### config.mk
export PLATFORM = sky130hd
export DESIGN_NAME = led_seq_pwm
export DESIGN_NICKNAME = d
export VERILOG_FILES = /design/src/rtl/led_seq_pwm.sv
export SDC_FILE = /design/constraint.sdc
export NUM_CORES = 1
export LEC_CHECK = 0
export CORE_ASPECT_RATIO = 0.7
export CORE_MARGIN = 10
export CORE_UTILIZATION = 53
export DETAILED_ROUTE_END_ITERATION = 7
export PLACE_DENSITY = 0.85
export SLEW_MARGIN = 15
export SYNTH_ARGS = -nofsm -noshare
export SYNTH_HDL_FRONTEND = slang
export SYNTH_SLANG_ARGS = --single-unit
### constraint.sdc
create_clock -name clk -period 5.5 [get_ports clk]
set_input_delay 1.1 -clock clk [delete_from_list [all_inputs] [get_ports clk]]
set_output_delay 1.1 -clock clk [all_outputs]
set_load 0.01 [all_outputs]
### src/rtl/led_seq_pwm.sv
// Multi-channel LED sequencer: steps through colour slots of programmable tick
// length (zero-length slots skipped) and dims each channel with a shared-period PWM.
//
//   state  | meaning
//   S_IDLE | sequencer stopped, prescaler held at 0, outputs dark
//   S_RUN  | a slot is active, counting ticks down to the next slot load
//   S_DONE | one-shot sequence finished, outputs dark until run drops
module led_seq_pwm #(
  parameter  int NUM_CH    = 3,
  parameter  int NUM_SLOTS = 4,
  parameter  int DUR_W     = 12,
  parameter  int PWM_W     = 8,
  parameter  int TICK_DIV  = 12000,
  localparam int IDX_W     = (NUM_SLOTS > 1) ? $clog2(NUM_SLOTS) : 1
) (
  input  logic                          clk,
  input  logic                          rst_n,
  input  logic                          run,
  input  logic                          oneshot,
  input  logic [NUM_SLOTS*DUR_W-1:0]    slot_dur,
  input  logic [NUM_SLOTS*NUM_CH-1:0]   slot_color,
  input  logic [NUM_CH*PWM_W-1:0]       ch_duty,
  output logic [NUM_CH-1:0]             led_out,
  output logic [IDX_W-1:0]              slot_idx,
  output logic                          busy,
  output logic                          done
);

  localparam int PS_W = (TICK_DIV > 1) ? $clog2(TICK_DIV) : 1;
  localparam logic [PS_W-1:0]  PS_LAST  = PS_W'(TICK_DIV - 1);
  localparam logic [PWM_W-1:0] PWM_LAST = PWM_W'((2 ** PWM_W) - 2);

  typedef enum logic [1:0] {
    S_IDLE = 2'd0,
    S_RUN  = 2'd1,
    S_DONE = 2'd2
  } state_t;

  state_t              state_q, state_d;
  logic [PS_W-1:0]     presc_q, presc_d;
  logic [DUR_W-1:0]    cnt_q, cnt_d;
  logic [IDX_W-1:0]    slot_idx_q, slot_idx_d;
  logic [PWM_W-1:0]    pwm_cnt_q, pwm_cnt_d;
  logic [NUM_CH-1:0]   led_q, led_d;
  logic                busy_q, busy_d;
  logic                done_q, done_d;

  logic                any_nz, next_found, idx_valid, tick;
  logic [IDX_W-1:0]    first_idx, next_idx;
  logic [DUR_W-1:0]    first_dur, next_dur;
  logic [NUM_CH-1:0]   cur_color;

  // Descending scan so the lowest qualifying index is the one that sticks.
  always_comb begin
    any_nz     = 1'b0;
    next_found = 1'b0;
    first_idx  = '0;
    next_idx   = '0;
    first_dur  = '0;
    next_dur   = '0;
    for (int k = NUM_SLOTS - 1; k >= 0; k--) begin
      if (slot_dur[k*DUR_W +: DUR_W] != '0) begin
        any_nz    = 1'b1;
        first_idx = IDX_W'(k);
        first_dur = slot_dur[k*DUR_W +: DUR_W];
        if (k > int'(slot_idx_q)) begin
          next_found = 1'b1;
          next_idx   = IDX_W'(k);
          next_dur   = slot_dur[k*DUR_W +: DUR_W];
        end
      end
    end
  end

  always_comb begin
    idx_valid = 1'b0;
    cur_color = '0;
    for (int k = 0; k < NUM_SLOTS; k++) begin
      if (int'(slot_idx_q) == k) begin
        idx_valid = 1'b1;
        cur_color = slot_color[k*NUM_CH +: NUM_CH];
      end
    end
  end

  assign tick = (state_q == S_RUN) && (presc_q == PS_LAST);

  always_comb begin
    state_d    = state_q;
    presc_d    = '0;
    cnt_d      = cnt_q;
    slot_idx_d = slot_idx_q;
    done_d     = 1'b0;
    if (!run) begin
      state_d = S_IDLE;
    end else begin
      case (state_q)
        S_IDLE: begin
          if (any_nz) begin
            state_d    = S_RUN;
            slot_idx_d = first_idx;
            cnt_d      = first_dur;
          end
        end
        S_RUN: begin
          if (!idx_valid) begin
            state_d = S_IDLE;
          end else if (!tick) begin
            presc_d = presc_q + 1'b1;
          end else if (cnt_q > DUR_W'(1)) begin
            cnt_d = cnt_q - 1'b1;
          end else if (next_found) begin
            slot_idx_d = next_idx;
            cnt_d      = next_dur;
          end else if (oneshot) begin
            state_d = S_DONE;
            done_d  = 1'b1;
          end else if (any_nz) begin
            slot_idx_d = first_idx;
            cnt_d      = first_dur;
          end else begin
            state_d = S_IDLE;
          end
        end
        S_DONE:  state_d = S_DONE;
        default: state_d = S_IDLE;
      endcase
    end
  end

  always_comb begin
    pwm_cnt_d = (pwm_cnt_q == PWM_LAST) ? '0 : pwm_cnt_q + 1'b1;
    busy_d    = (state_d == S_RUN);
    for (int c = 0; c < NUM_CH; c++) begin
      led_d[c] = (state_q == S_RUN) && cur_color[c] &&
                 (pwm_cnt_q < ch_duty[c*PWM_W +: PWM_W]);
    end
  end

  always_ff @(posedge clk or negedge rst_n) begin
    if (!rst_n) begin
      state_q    <= S_IDLE;
      presc_q    <= '0;
      cnt_q      <= '0;
      slot_idx_q <= '0;
      pwm_cnt_q  <= '0;
      led_q      <= '0;
      busy_q     <= 1'b0;
      done_q     <= 1'b0;
    end else begin
      state_q    <= state_d;
      presc_q    <= presc_d;
      cnt_q      <= cnt_d;
      slot_idx_q <= slot_idx_d;
      pwm_cnt_q  <= pwm_cnt_d;
      led_q      <= led_d;
      busy_q     <= busy_d;
      done_q     <= done_d;
    end
  end

  assign led_out  = led_q;
  assign slot_idx = slot_idx_q;
  assign busy     = busy_q;
  assign done     = done_q;

endmodule

; Yosys cells after proc, flatten, opt, wreduce, memory -nomap -nowiden
; Index checks and enable logic that the tools add are counted.
[totals]
regBits = 43
input_bits = 88
out_inout_bits = 7
wordCells = 120
[classes]
addsub = 3
magnitude_cmp = 7
eq_ne = 13
mux = 73
n_reduce_logical = 16
[ops]
columns = operator, n
row1 = two-way mux 12 bit, 16
row2 = two-way mux 14 bit, 4
row3 = two-way mux 2 bit, 24
row4 = nonzero test 12 bit, 4
row5 = less-than comparator 8 bit, 3
row6 = one-hot mux 12 bit (2 select lines), 1
row7 = two-way mux 1 bit, 21
row8 = "adder 14 x 1 -> 14 bit, second input constant", 1
row9 = "== test 14 bit, second input constant", 1
row10 = "greater-than comparator 12 x 1 -> 1 bit, second input constant", 1
row11 = two-way mux 3 bit, 4
row12 = "subtractor 12 x 1 -> 12 bit, second input constant", 1
row13 = "adder 8 x 1 -> 8 bit, second input constant", 1
row14 = "== test 8 bit, second input constant", 1
row15 = two-way mux 8 bit, 1
row16 = logical AND 1 bit, 7
row17 = "== test 2 x 1 -> 1 bit, second input constant", 3
row18 = "== test 2 bit, second input constant", 3
row19 = "inequality test 2 bit, second input constant", 3
row20 = one-hot mux 2 bit (3 select lines), 1
row21 = AND reduction 6 bit, 1
row22 = AND reduction 5 bit, 1
row23 = "greater-than comparator 2 bit, first input constant", 2
row24 = zero test 2 bit, 2
row25 = 5 further kinds, 5

; Logic depth before layout (Yosys ltp)
[logic_depth]
ltp_word = 14
depth_mapped = 10

; Worst setup path after synthesis
; No wires, ideal clock.
[synth_timing]
path_type = input-to-reg
from = input slot_dur[15]
to = register cnt_q[11]
arrival_time_ns = 3.071
path_slack_ns = 2.295
cell_stages = 7
cell_sequence = or4_4 or3_4 nand2_1 buf_4 mux2_2 a2111oi_0 nor3_1
[synth_between]
elab_chain_len = 10
elab_cells_between_ends = 16
cone_classes = eq/ne: 1 / mux: 13 / reduce/logical: 2
[synth_rtl]
columns = item, line
row1 = "start, declared", 20  ; input logic [NUM_SLOTS*DUR_W-1:0] slot_dur,
row2 = nonzero test 12 bit *, 62  ; if (slot_dur[k*DUR_W +: DUR_W] != '0) begin
row3 = two-way mux 12 bit or two-way mux 1 bit (tied branches) (2 in a row), 62
row4 = two-way mux 12 bit, "99, 118"
row5 = two-way mux 12 bit, 115  ; end else if (oneshot) begin
row6 = two-way mux 12 bit, 112  ; end else if (next_found) begin
row7 = two-way mux 12 bit, 110  ; end else if (cnt_q > DUR_W'(1)) begin
row8 = two-way mux 12 bit, 108  ; end else if (!tick) begin
row9 = two-way mux 12 bit, 106  ; if (!idx_valid) begin
row10 = one-hot mux 12 bit (2 select lines), 97  ; case (state_q)
row11 = "end signal, assigned", 153  ; cnt_q <= cnt_d;
row12 = "end, declared", 41  ; logic [DUR_W-1:0] cnt_q, cnt_d;
; Every way passes the cells marked *; elsewhere a longest branch is shown, timed or not. The select of a mux whose other input is x is not followed.
; A chain may end at the register's enable or synchronous reset.

; Worst setup path after layout
[layout_timing]
from = input slot_dur[31]
to = register cnt_q[0]
[layout_between]
elab_chain_len = 11
elab_cells_between_ends = 22
cone_classes = eq/ne: 1 / mux: 19 / reduce/logical: 2
[layout_rtl]
columns = item, line
row1 = nonzero test 12 bit *, 62
row2 = two-way mux 12 bit or two-way mux 1 bit (tied branches) (3 in a row), 62
row3 = two-way mux 12 bit, "99, 118"
row4 = two-way mux 12 bit, 115
row5 = two-way mux 12 bit, 112
row6 = two-way mux 12 bit, 110
row7 = two-way mux 12 bit, 108
row8 = two-way mux 12 bit, 106
row9 = one-hot mux 12 bit (2 select lines), 97
; Marks and branches as above.

==> impl_results.md <==
* Status: completed
* Pre-antenna DRT Iters at 5
* Post-CTS Setup Bufs at 0
* FF-to-FF Start: slot_idx[1]
* Num CTS Buffers at 5
* Fin crit share at 75.7%
* Crit. End Element: register
* Vias per cell at approximately 6.4
* Total count of hold-check failures in the final report at 0
* Final wirelength at around 13,000 microns
* First DRT Iteration DRCs at between 500 and 600
* Slowest stage cell, crit path: nor4_1
* Power per Cell Area at about 190 nW/um^2
* Mux cell area share after synthesis at about 2.7%
* DRC viols at 0
* FF+latch count, synth at 43
* Synth unique cells at 69
* Nets@finish at 662
* Synth-to-Final Area Change at 28.5%
* Yosys warns at 0
* Reg-to-reg critical path endpoint: cnt_q[11]
* Via count at roughly 4,100
* Critical Path AT at around 4.4 ns
* Cell count after synthesis at 462
* Post-Synth XOR/XNOR Area at approximately 5.4%
* Initial antenna violation count at 0
* Area of the multi-input gates at between 2000 and 2500 sq um
* CTS tree: yes
* Die width at approximately 120 microns
* Worst reg-to-reg path cell count at 7
* Largest net degree at the start of global routing at 44
* Synth Area in Simple Gates at 24.2%
* Power share of the clock group at 22.1%
* Max Cap Viol at 0
* Clk_lat worst skew at ~0.30 ns
* Syn Nets at between 500 and 600
* Vias in the first global route at a little over 4,000
* Main synth FF type: dfrtp_1
* Final ANT Viol Nets at 0
* Cells along the critical path: clkdlybuf4s50_1 -> nor4_1 -> nand4_1 -> o21ai_2 -> a21oi_1 -> o32ai_1 -> nor3_1 -> a21oi_1
* # rows at 25
* CTS root buf: clkbuf_8
* CTS sink cnt at between 40 and 50
* Mean Syn Cell Area at ~8.1 sq um
* Reg area at between 1000 and 1500 sq um
* H-tree depth at 2
* Crit-path max cell delay at 0.81 ns
* Leakage at between 0.002 and 0.0025 uW
* # hold bufs at CTS at 0
* Post-synthesis adder-cell area fraction at around 8.7%
* Synth top area share at between 20% and 30%
* P_sw at between 300 and 400 uW
* DIE AREA at ~11,000 sq um
* Combinational share of power at between 30% and 40%
* Share of layout cells above drive strength 1 at 4.92%
* Post_cts resized at 0
* Mapped cell area at around 3800 sq um
* Core ar. at roughly 7000 sq um
* Hold slack at 0.490 ns
* GRT overflow at 0
* Async S/R FF share, synth at 100%
* Worst Hold Depth at 1
* Int Pwr at 589 uW
* R2R Setup Slk at about 2.3 ns
* Filler cell count at 580
* Global-route wire length before repair at roughly 22,000 microns
* Total track usage at between 20% and 30%
* Ant diodes at 0
* Startpoint types: input pin
* Critical path peak fanout at 12
* Clk_skew at 0.00536 ns
* RSZ-0062 raised after global routing: no
* Die height at 90.5 microns
* Worst-Margin Slew at between 1 and 1.5 ns
* Hold-critical path endpoint: presc_q[0]
* CTS Buffer Depth at 2
* Compound-Gate Fraction of Synth Area at roughly a quarter
* CTS clock-pin slew for the worst setup and hold paths at 0.09 ns
* Setup CP Type: in2reg
* Tmin final at approximately 4.2 ns
* Area leader, netlist: dfrtp_1
* Worst hold path class: reg2reg
* Hold Path Origin: presc_q[0]
* Detailed placer's ending HPWL at roughly 11,000 microns
* Most frequent CP cell: a21oi_1
* Slew HR at between 10% and 20%
* Final slew viol count at 0
* Worst Path Buf+Inv at 1
* IO Count at 95
* Fin Setup TNS at 0 ns
* FMAX at between 200 and 250 MHz
* Sw Ratio at 37.2%
* Number of enable flip-flop cells after synthesis at 0
* Final setup violation count at 0
* Top delay family on crit path: compound AO/OA/AOI/OAI gates
* Flop pwr share at about two fifths
* Worst VDD drop at ~0.11 mV
* Per-cell routed wire length at 21.0 microns
* Sequential fraction of the synthesis area at 28.6%
* Routability Congestion at 0.991
* Synth area leaders: dfrtp_1 (29%), ha_1 (8.7%), nor2_1 (6.0%)
* Main combinational cell family by area after synthesis: compound AO/OA/AOI/OAI gates
* Worst Path Required at 5.73 ns
* Initial core utilization at 55.1%
* IO Port Bufs at between 90 and 100
[layer usage]
metal / global-route usage (%) / wire [microns] / vias up
met1: 33.7 / 5620 / 1922
met5: 0 / 0 / -
li1: - / - / 1874
met4: 6.21 / 331 / 0
met3: 9.12 / 1940 / 47
met2: 34.4 / 5610 / 297
[state kept, by name, summed over array words and instances, names as in the netlist]
| register | flops |
|---|---|
| presc_q | 14 |
| busy | 1 |
| done | 1 |
| state_q | 2 |
| pwm_cnt_q | 8 |
| led_out | 3 |
| cnt_q | 12 |
| slot_idx | 2 |
[synthesized netlist by cell type, drive strengths merged (2+ instances only)]
library cell  number
a21o              23
a21oi             34
a221o              3
a221oi            12
a22oi              3
a31oi              8
a41oi              2
and2               2
and3               4
buf                3
clkbuf            13
dfrtp             43
ha                26
inv               30
mux2               2
mux4               3
nand2             37
nand2b             8
nand3             15
nand4              4
nand4b             2
nor2              60
nor3              17
nor3b              2
nor4              11
nor4b              2
o21a               4
o21ai             29
o22ai              2
o31a               2
o32a               2
o32ai              2
or3                3
or4                5
xnor2             11
xor2              12
[worst max path at each step]
stage,startpoint,end,cells past startpoint
2_1_floorplan,slot_dur[15],cnt_q[11],7
3_3_place_gp,slot_dur[19],cnt_q[2],8
3_5_place_dp,slot_dur[19],cnt_q[6],8
4_1_cts,slot_dur[15],cnt_q[2],8
5_1_grt,slot_dur[39],cnt_q[11],8
6_report,slot_dur[31],cnt_q[0],8
[per-stage QoR]
stage / std cells / area, sq um / power (uW) / worst slack (ns) / utilization, %
floorplan: 462 / 3760 / 566 / 2.29 / -
global placement: 635 / 4740 / 716 / 1.25 / 69.6
detailed placement: 635 / 4740 / 723 / 1.23 / 69.6
CTS: 643 / 4830 / 923 / 1.54 / 70.8
global route: 643 / 4830 / 982 / 1.12 / 70.8
finish: 643 / 4830 / 938 / 1.34 / 70.8
[logic make-up (layout without fill, tap and decap cells)]
family          after synthesis  in the layout
simple gates                178            178
compound gates              140            140
buf+inv                      46            133
flops                        43             43
fa+ha+maj                    26             26
xor+xnor                     23             23
mux                           6              6
[power by group through the flow]
stage          Combinational [uW]  Sequential [uW]  Clock [uW]
6_report                      344              387         207
5_1_grt                       370              391         221
4_1_cts                       332              385         205
3_5_place_dp                  331              391           0
3_3_place_gp                  328              388           0
2_1_floorplan                 194              372           0
[placed cells by master (no fill, tap or decap), drive strengths merged, types with 12 or more instances in the layout]
cell,synthesis,routed
a21o,23,23
a21oi,34,34
a221oi,12,12
clkdlybuf4s50,0,93
dfrtp,43,43
ha,26,26
inv,30,30
nand2,37,37
nand3,15,15
nor2,60,60
nor3,17,17
o21ai,29,29
xor2,12,12
[cell type report]
type	count	area share, %
multi-input combinational	373	51.7
sequential	43	22.3
timing repair buffer	95	19.5
tap	94	2.44
inverter	30	2.33
clock buffer	6	1.50
clock inverter	2	0.259
Note: power is estimated with default switching activity, not from simulation.
